**src/rtl/load_run_ctrl_pkg.sv**
```systemverilog
// rtl/load_run_ctrl_pkg.sv - shared state encodings and defaults for the SAP load/run controller
package load_run_ctrl_pkg;

  typedef enum logic [1:0] {
    ST_IDLE = 2'd0,
    ST_LOAD = 2'd1,
    ST_RUN  = 2'd2,
    ST_HALT = 2'd3
  } state_t;

  localparam int MEM_DEPTH_DEF = 16;

endpackage

```
**src/rtl/load_run_ctrl_rise_detect.sv**
```systemverilog
// rtl/load_run_ctrl_rise_detect.sv - registered rising-edge detector for the step request
module rise_detect (
  input  logic i_clk,
  input  logic i_reset,
  input  logic i_in,
  output logic o_pulse
);

  logic r_prev;

  always_ff @(posedge i_clk) begin
    if (i_reset) begin
      r_prev <= 1'b0;
    end else begin
      r_prev <= i_in;
    end
  end

  assign o_pulse = i_in & ~r_prev;

endmodule

```
**src/rtl/load_run_ctrl.sv**
```systemverilog
// rtl/load_run_ctrl.sv - arbitrates SAP RAM between loader and CPU, sequences run/step, counts cycles
import load_run_ctrl_pkg::*;

module load_run_ctrl #(
  parameter int MEM_DEPTH = MEM_DEPTH_DEF,
  parameter int ADR_W     = 4,
  parameter int CYC_W     = 16
) (
  input  logic             i_clk,
  input  logic             i_reset,
  input  logic             i_load_req,
  input  logic             i_run_req,
  input  logic             i_step_req,
  input  logic             i_ld_valid,
  input  logic [7:0]       i_ld_data,
  output logic             o_ld_ready,
  input  logic             i_cpu_halted,
  output logic             o_cpu_en,
  output logic             o_cpu_reset,
  output logic             o_mem_sel,
  output logic             o_mem_we,
  output logic [ADR_W-1:0] o_mem_adr,
  output logic [7:0]       o_mem_data,
  output logic [1:0]       o_state,
  output logic             o_load_done,
  output logic [CYC_W-1:0] o_run_cycles
);

  state_t             r_state;
  state_t             w_next_state;
  logic [ADR_W-1:0]   r_wcnt;
  logic               r_step;
  logic               r_cpu_reset;
  logic               r_load_done;
  logic [CYC_W-1:0]   r_run_cycles;

  logic               w_step_pulse;
  logic               w_hs;
  logic               w_last;
  logic               w_step_nxt;
  logic               w_rst_nxt;
  logic               w_loading;

  rise_detect u_step_edge (
    .i_clk   (i_clk),
    .i_reset (i_reset),
    .i_in    (i_step_req),
    .o_pulse (w_step_pulse)
  );

  always_comb begin
    w_next_state = r_state;
    w_hs         = 1'b0;
    w_last       = 1'b0;
    w_step_nxt   = 1'b0;
    w_rst_nxt    = 1'b0;
    case (r_state)
      ST_IDLE: begin
        if (i_load_req)        w_next_state = ST_LOAD;
        else if (i_run_req)    w_next_state = ST_RUN;
        else if (w_step_pulse) w_step_nxt   = 1'b1;
      end
      ST_LOAD: begin
        w_hs = i_ld_valid;
        if (w_hs && r_wcnt == ADR_W'(MEM_DEPTH - 1)) begin
          w_last       = 1'b1;
          w_rst_nxt    = 1'b1;
          w_next_state = ST_IDLE;
        end
      end
      ST_RUN: begin
        if (i_cpu_halted) w_next_state = ST_HALT;
      end
      ST_HALT: begin
        // Resuming from HALT restarts the program; resuming from IDLE does not.
        if (i_load_req) begin
          w_next_state = ST_LOAD;
        end else if (i_run_req) begin
          w_next_state = ST_RUN;
          w_rst_nxt    = 1'b1;
        end
      end
      default: w_next_state = ST_IDLE;
    endcase
  end

  always_ff @(posedge i_clk) begin
    if (i_reset) begin
      r_state      <= ST_IDLE;
      r_wcnt       <= '0;
      r_step       <= 1'b0;
      r_cpu_reset  <= 1'b0;
      r_load_done  <= 1'b0;
      r_run_cycles <= '0;
    end else begin
      r_state     <= w_next_state;
      r_step      <= w_step_nxt;
      r_cpu_reset <= w_rst_nxt;
      r_load_done <= w_last;
      if (w_last)    r_wcnt <= '0;
      else if (w_hs) r_wcnt <= r_wcnt + 1'b1;
      if (w_rst_nxt)                     r_run_cycles <= '0;
      else if (o_cpu_en && ~&r_run_cycles) r_run_cycles <= r_run_cycles + 1'b1;
    end
  end

  assign w_loading    = (r_state == ST_LOAD);
  assign o_ld_ready   = w_loading;
  assign o_mem_sel    = w_loading;
  assign o_mem_we     = w_loading & i_ld_valid;
  assign o_mem_adr    = w_loading ? r_wcnt : '0;
  assign o_mem_data   = w_loading ? i_ld_data : 8'h00;
  assign o_cpu_en     = ((r_state == ST_RUN) & ~r_cpu_reset) | r_step;
  assign o_cpu_reset  = r_cpu_reset;
  assign o_load_done  = r_load_done;
  assign o_state      = r_state;
  assign o_run_cycles = r_run_cycles;

endmodule
```
**config.mk**
```make
export PLATFORM = sky130hd
export DESIGN_NAME = load_run_ctrl
export DESIGN_NICKNAME = d
export VERILOG_FILES = /design/src/rtl/load_run_ctrl_pkg.sv /design/src/rtl/load_run_ctrl_rise_detect.sv /design/src/rtl/load_run_ctrl.sv
export SDC_FILE = /design/constraint.sdc
export NUM_CORES = 1
export LEC_CHECK = 0
export ABC_AREA = 1
export ABC_CLOCK_PERIOD_IN_PS = 1500
export CAP_MARGIN = 10
export CORE_AREA = 10 10 84 86
export CTS_CLUSTER_DIAMETER = 60
export CTS_CLUSTER_SIZE = 20
export DETAILED_ROUTE_END_ITERATION = 7
export DIE_AREA = 0 0 94 96
export PLACE_DENSITY = 0.6
export SLEW_MARGIN = 20
export SYNTH_ARGS = -nofsm -noshare
export SYNTH_HDL_FRONTEND = slang
export SYNTH_SLANG_ARGS = --single-unit
```
**constraint.sdc**
```tcl
create_clock -name i_clk -period 1.5 [get_ports i_clk]
set_clock_uncertainty 0.2 [all_clocks]
set_input_delay 0.15 -clock i_clk [delete_from_list [all_inputs] [get_ports i_clk]]
set_output_delay 0.15 -clock i_clk [all_outputs]
set_load 0.005 [all_outputs]
```
==> impl_metrics.toml, run 1 <==
[status]
status = "finished, violations left"
failed_checks = "setup timing"

[clock_network]
clock_sinks = 26
root_buffer = "clkbuf_8"
cts_tree = "built"
numCtsBuffers = 3
clkTransAtPathRegs_ns = 0.09
htreeDepth = 1
clockBufferDepth = 2
clk_latency_ns = 0.29

[sta]
worst_pin_slew_ns = 0.349
slew_headroom = 0.767
fmax_mhz = 577
whs_ns = 0.191
fin_crit_sh = 1.15
final_max_slew_viol_count = 0
final-hold-violation-count = 0
final.min_clock_period_ns = 1.73
setup_viol = 37
timing.final.ws_setup_ns = -0.232
rsz0062_at_grt = "yes"

[hold_path]
hold_path.class = "reg -> reg"
min_from = "u_step_edge.r_prev"
hold_depth = 1
hold-path-endpoint = "r_step"

[routing]
via_per_inst = 4.54
drt_pass1_iterations = 4
wl_per_cell_um = 13.6
drt_iter0_markers = 51
vias = 1967
routed_wl_mm = 5.90
ant_nets = 0
drcViolationCount = 0

[worst_setup_path]
timing.rr.end = "o_state[0]"
crit_start = "o_state[1]"
critPathArrivalTime_ns = 1.70
required_ns = 1.47
r2r_setup_slack_ns = -0.23
crit_path_start_kind = "flop"
worstRegToRegCells = 9
path_class = "reg -> reg"
timing.rr.start = "o_state[1]"
cp-end-kind = "flop"
cp_max_fo = 4

[power]
leakage_uw = 0.00147
total_power_uw = 2930
peakVddDrop_v = 0.000827
cellPowerDensity_nw_per_um2 = 952

[global_route]
grt_max_degree = 16
antenna_found_initial = 0
gr-total-overflow = 0
grt_pass1_vias = 1922
grt_usage = 0.120
grt_pass1_wl_mm = 8.91

[synth]
async_flop_share = 0
syn_nets = 265
yosysTopAreaCell = "dfxtp_1"
synth_top_cells_by_count = "nand2_1, nor2_1, inv_1"
synth_area_leaders = "dfxtp_1, nand2_1, nor2_1"
post-synth-top-count-cell = "nand2_1"
synth_area_per_cell_um2 = 6.38
synth_edf_count = 0
synth_top_area_share = 0.334
syn_inst = 244
synthFlopType = "dfxtp_1"
ys_seq_elements = 26
synthDistinctLibCells = 27
synth_area_um2 = 1560
ys_seq_area_frac = 0.334
ys_warn_count = 0

[cells_and_area]
final_cell_area_um2 = 3080
antenna_cells = 0
nets = 383
num-fill-cells = 501
area_delta_synth_final_pct = 97.6
drive_gt1_frac = 0.524

[placement]
io_buffers = 50
gp_congestion = 0.832
dp_hpwl_mm = 3.71
dpl_cell_area_um2 = 2500

[die]
num_io_pins = 51
initial_utilization = 0.288
die_x_um = 94
core_um2 = 5410
die_area_um2 = 9020
num_rows = 27
die_y_um = 96

[flow_run]
drv_cap = 0
## placed cells by master, fill, tap and decap left out, drive strengths merged, types with 3 or more instances in the layout
master | netlist | layout
nand3 | 19 | 22
inv | 33 | 34
nor3 | 4 | 4
nor2 | 50 | 50
clkbuf | 1 | 3
o21ai | 5 | 5
dlygate4sd2 | 0 | 16
a21oi | 15 | 15
dfxtp | 26 | 26
nand2 | 72 | 72
buf | 4 | 80
clkdlybuf4s50 | 0 | 15
ha | 6 | 6
## layer usage
metal  GRT usage  up-vias  wire length [um]
met1       0.134      887              2360
met4      0.0203        0               132
met2       0.215       65              2900
met5           0        -                 0
met3      0.0475       11               504
li1            -     1004                 -
## final cells by class
cell class / count / area, um2 / area share
repair buffers: 114 / 1010 / 0.329
repair inverters: 1 / 8.76 / 0.00285
flip-flops and latches: 26 / 562 / 0.183
well taps: 72 / 90.1 / 0.0293
clock buffers: 3 / 41.3 / 0.0134
inverters: 34 / 150 / 0.0488
clock inverters: 1 / 30.0 / 0.00976
multi-input cells: 182 / 1180 / 0.384
## through the flow
stage | util | cells | TNS (ns) | setup WS, ns
5_1_grt | 0.569 | 433 | -5.23 | -0.295
3_3_place_gp | 0.462 | 400 | -3.70 | -0.189
4_1_cts | 0.524 | 426 | -2.67 | -0.186
2_1_floorplan | - | 244 | -0.141 | -0.0333
6_report | 0.569 | 433 | -3.06 | -0.232
3_5_place_dp | 0.462 | 400 | -4.59 | -0.194
## power breakdown
group          leakage, uW  total [uW]  switching (uW)  internal (uW)
Combinational      0.00121        1500             680            817
Sequential        0.000222         809            54.0            755
Clock            0.0000357         621             263            358
Total              0.00147        2930             998           1930
## what timing repair did
action                                  4_1_cts  5_1_grt
hold buffers                                  0        0
gates cloned                                  2        2
pin swaps                                    12       11
setup buffers                                20        5
endpoints found under the setup margin       54       41
resized for setup                           148       54
## state kept, by name, indices dropped and copies added (netlist names)
| name | cells |
|---|---|
| o_state | 2 |
| u_step_edge.r_prev | 1 |
| o_cpu_reset | 1 |
| r_wcnt | 4 |
| r_step | 1 |
| o_load_done | 1 |
| o_run_cycles | 16 |
## critical path, cell delays in order, from the launching register on
cell and delay, ns:
dfxtp_2 0.35, inv_2 0.05, buf_6 0.12, ha_4 0.21
inv_2 0.06, nand2_2 0.04, o211ai_1 0.31, nand2_1 0.11
o21ai_1 0.12, nor2_1 0.06
## kinds of logic (layout without fill, tap and decap cells)
kind of cell	Yosys count	in the layout	share of synthesized area
AO/OA/AOI/OAI	21	21	0.0691
adder cells (fa/ha/maj)	6	6	0.0482
buffers and inverters	39	153	0.104
flip-flops	26	26	0.334
AND/OR/NAND/NOR	152	155	0.445
## worst max path at each step
stage | endpoint | slack (ns) | cells past startpoint
after floorplan | o_state[1] | -0.03 | 8
after global placement | o_state[0] | -0.19 | 6
after detailed placement | o_run_cycles[12] | -0.19 | 10
after CTS | o_state[0] | -0.19 | 9
after global routing | o_state[0] | -0.30 | 9
final | o_state[0] | -0.23 | 9
(Power assumes the default switching activity.)
==> run 2: changes to the inputs <==
==> constraint.sdc (replaced) <==
create_clock -name i_clk -period 1.5 [get_ports i_clk]
set_clock_uncertainty 0.2 [all_clocks]
set_input_delay 0.45 -clock i_clk [delete_from_list [all_inputs] [get_ports i_clk]]
set_output_delay 0.45 -clock i_clk [all_outputs]
set_load 0.005 [all_outputs]
==> run 2 against run 1 <==
The flow still finishes with violations (setup timing). Sequential power about the same. Design area increased by 9.1%. Largest cell class unchanged. Core utilization increased by 5.2 points. Sequential cell count unchanged. Largest power group unchanged. Critical path depth decreased by 2. Count of clock-buffer cells in the layout increased by 1. Total power increased by 9.7%. Register-to-register slack got worse by 0.06 ns. Die area unchanged. Wire length decreased by 0.46%. Non-clock buffer count increased by 19. Via count increased by 4.5%. Critical endpoint is now o_mem_adr[2].
==> impl_metrics.toml, run 2 (same netlist as run 1, synthesis figures left out) <==
[cells_and_area]
multi_input_area_um2 = 1260
num-fill-cells = 470
seqCellArea_um2 = 556
antenna_cells = 0
area_delta_synth_final_pct = 116
largest_reg_flops = 16
fin_cells = 450
layout_commonest_cell = "buf_4"
drive_gt1_frac = 0.635
nets = 400
final_cell_area_um2 = 3350
final_cell_mix = "buf_4, nand2_1, buf_6"

[clock_network]
clockBufferDepth = 2
clock_sinks = 26
hold_buffers = 0
root_buffer = "clkbuf_8"
clkTransAtPathRegs_ns = 0.10
clk_latency_ns = 0.28
numCtsBuffers = 3
cts_tree = "built"
htreeDepth = 1

[power]
cellPowerDensity_nw_per_um2 = 958
leakage_uw = 0.00158
peakVddDrop_v = 0.000999

[global_route]
gr-total-overflow = 0
grt_pass1_wl_mm = 9.32
grt_pass1_vias = 2055
antenna_found_initial = 0
grt_usage = 0.124
grt_max_degree = 16

[die]
num_io_pins = 51
num_rows = 27
initial_utilization = 0.288
die_y_um = 96
die_area_um2 = 9020
die_x_um = 94
core_um2 = 5410

[sta]
worst_pin_slew_ns = 0.246
final-hold-violation-count = 0
timing.final.ws_setup_ns = -0.450
fin_crit_sh = 1.30
final_max_slew_viol_count = 0
setup_viol = 37
final.min_clock_period_ns = 1.95
slew_headroom = 0.836
fmax_mhz = 513
rsz0062_at_grt = "yes"

[worst_setup_path]
cp_max_fo = 5
critPathMaxStageDelay_ns = 0.36
r2r_setup_slack_ns = -0.29
crit_path_start_kind = "flop"
path_cells = "inv_2, ha_4, buf_6, buf_12, nand2_4, inv_2, buf_6"
worstRegToRegCells = 12
worstSetupPathDepth = 7
crit_start = "o_state[1]"
path_class = "reg -> out"
crit_buf_inv = 5
cp_slowest_cell = "dfxtp_2"
crit_family = "buffers and inverters"
cp-end-kind = "primary output"
required_ns = 0.85
timing.rr.start = "o_state[0]"
critPathArrivalTime_ns = 1.30

[placement]
dp_hpwl_mm = 3.58
gp_congestion = 0.854
dpl_cell_area_um2 = 2480
dp_cells = 400
io_buffers = 50

[routing]
via_per_inst = 4.57
vias = 2055
drt_iter0_markers = 103
drt_pass1_iterations = 4
wl_per_cell_um = 13.0
routed_wl_mm = 5.87
drcViolationCount = 0
ant_nets = 0

[hold_path]
hold_path.class = "reg -> reg"
min_from = "u_step_edge.r_prev"
hold_depth = 1

[status]
failed_checks = "setup timing"
status = "finished, violations left"

[flow_run]
drv_cap = 0
-- run 2: changes by cell type in the layout (fill, tap and decap cells not counted), sizes merged --
cell	before	now
buf	80	110
bufinv	1	0
clkbuf	3	11
clkdlybuf4s50	15	13
clkinv	1	2
dlygate4sd2	16	0
inv	34	33
nand3	22	20
-- run 2: metrics by stage --
stage                     hold slack (ns)  power [uW]   util  setup TNS (ns)  setup WS (ns)
after detailed placement            0.189        1740  0.458          -17.87         -0.719
after global placement              0.180        1730  0.458          -17.12         -0.708
after CTS                           0.205        2820  0.555          -10.05         -0.448
after floorplan                     0.172        1290      -          -0.859        -0.0695
after global routing                0.230        3420  0.621          -13.32         -0.504
final                               0.212        3210  0.621          -11.14         -0.450
-- run 2: worst paths after layout --
check	to
hold reg to reg	r_step
setup / recovery	o_mem_adr[2]
hold / removal	r_step
setup reg to reg	o_run_cycles[7]
-- run 2: metal layers --
layer,up-vias,wire [um],GRT usage
li1,1026,-,-
met1,960,2260,0.131
met2,59,3200,0.243
met3,10,310,0.0342
met4,0,102,0.0215
met5,-,0,0
-- run 2: power by group --
group | total, uW | internal (uW) | switching, uW
combinational | 1860 | 1050 | 810
sequential | 810 | 761 | 49.5
clock | 540 | 291 | 249
-- run 2: cell type report --
type / instances / share of cell area
inverter: 34 / 0.0485
sequential: 26 / 0.166
timing repair inverter: 1 / 0.00261
timing repair buffer: 133 / 0.360
tap: 72 / 0.0269
clock buffer: 4 / 0.0198
multi-input combinational: 180 / 0.377
-- run 2: what timing repair did --
item,4_1_cts,5_1_grt
resized for setup,213,97
setup endpoints to repair,56,56
endpoints found under the hold margin,0,0
pin swaps,30,36
setup buffers,30,21
gates cloned,2,0
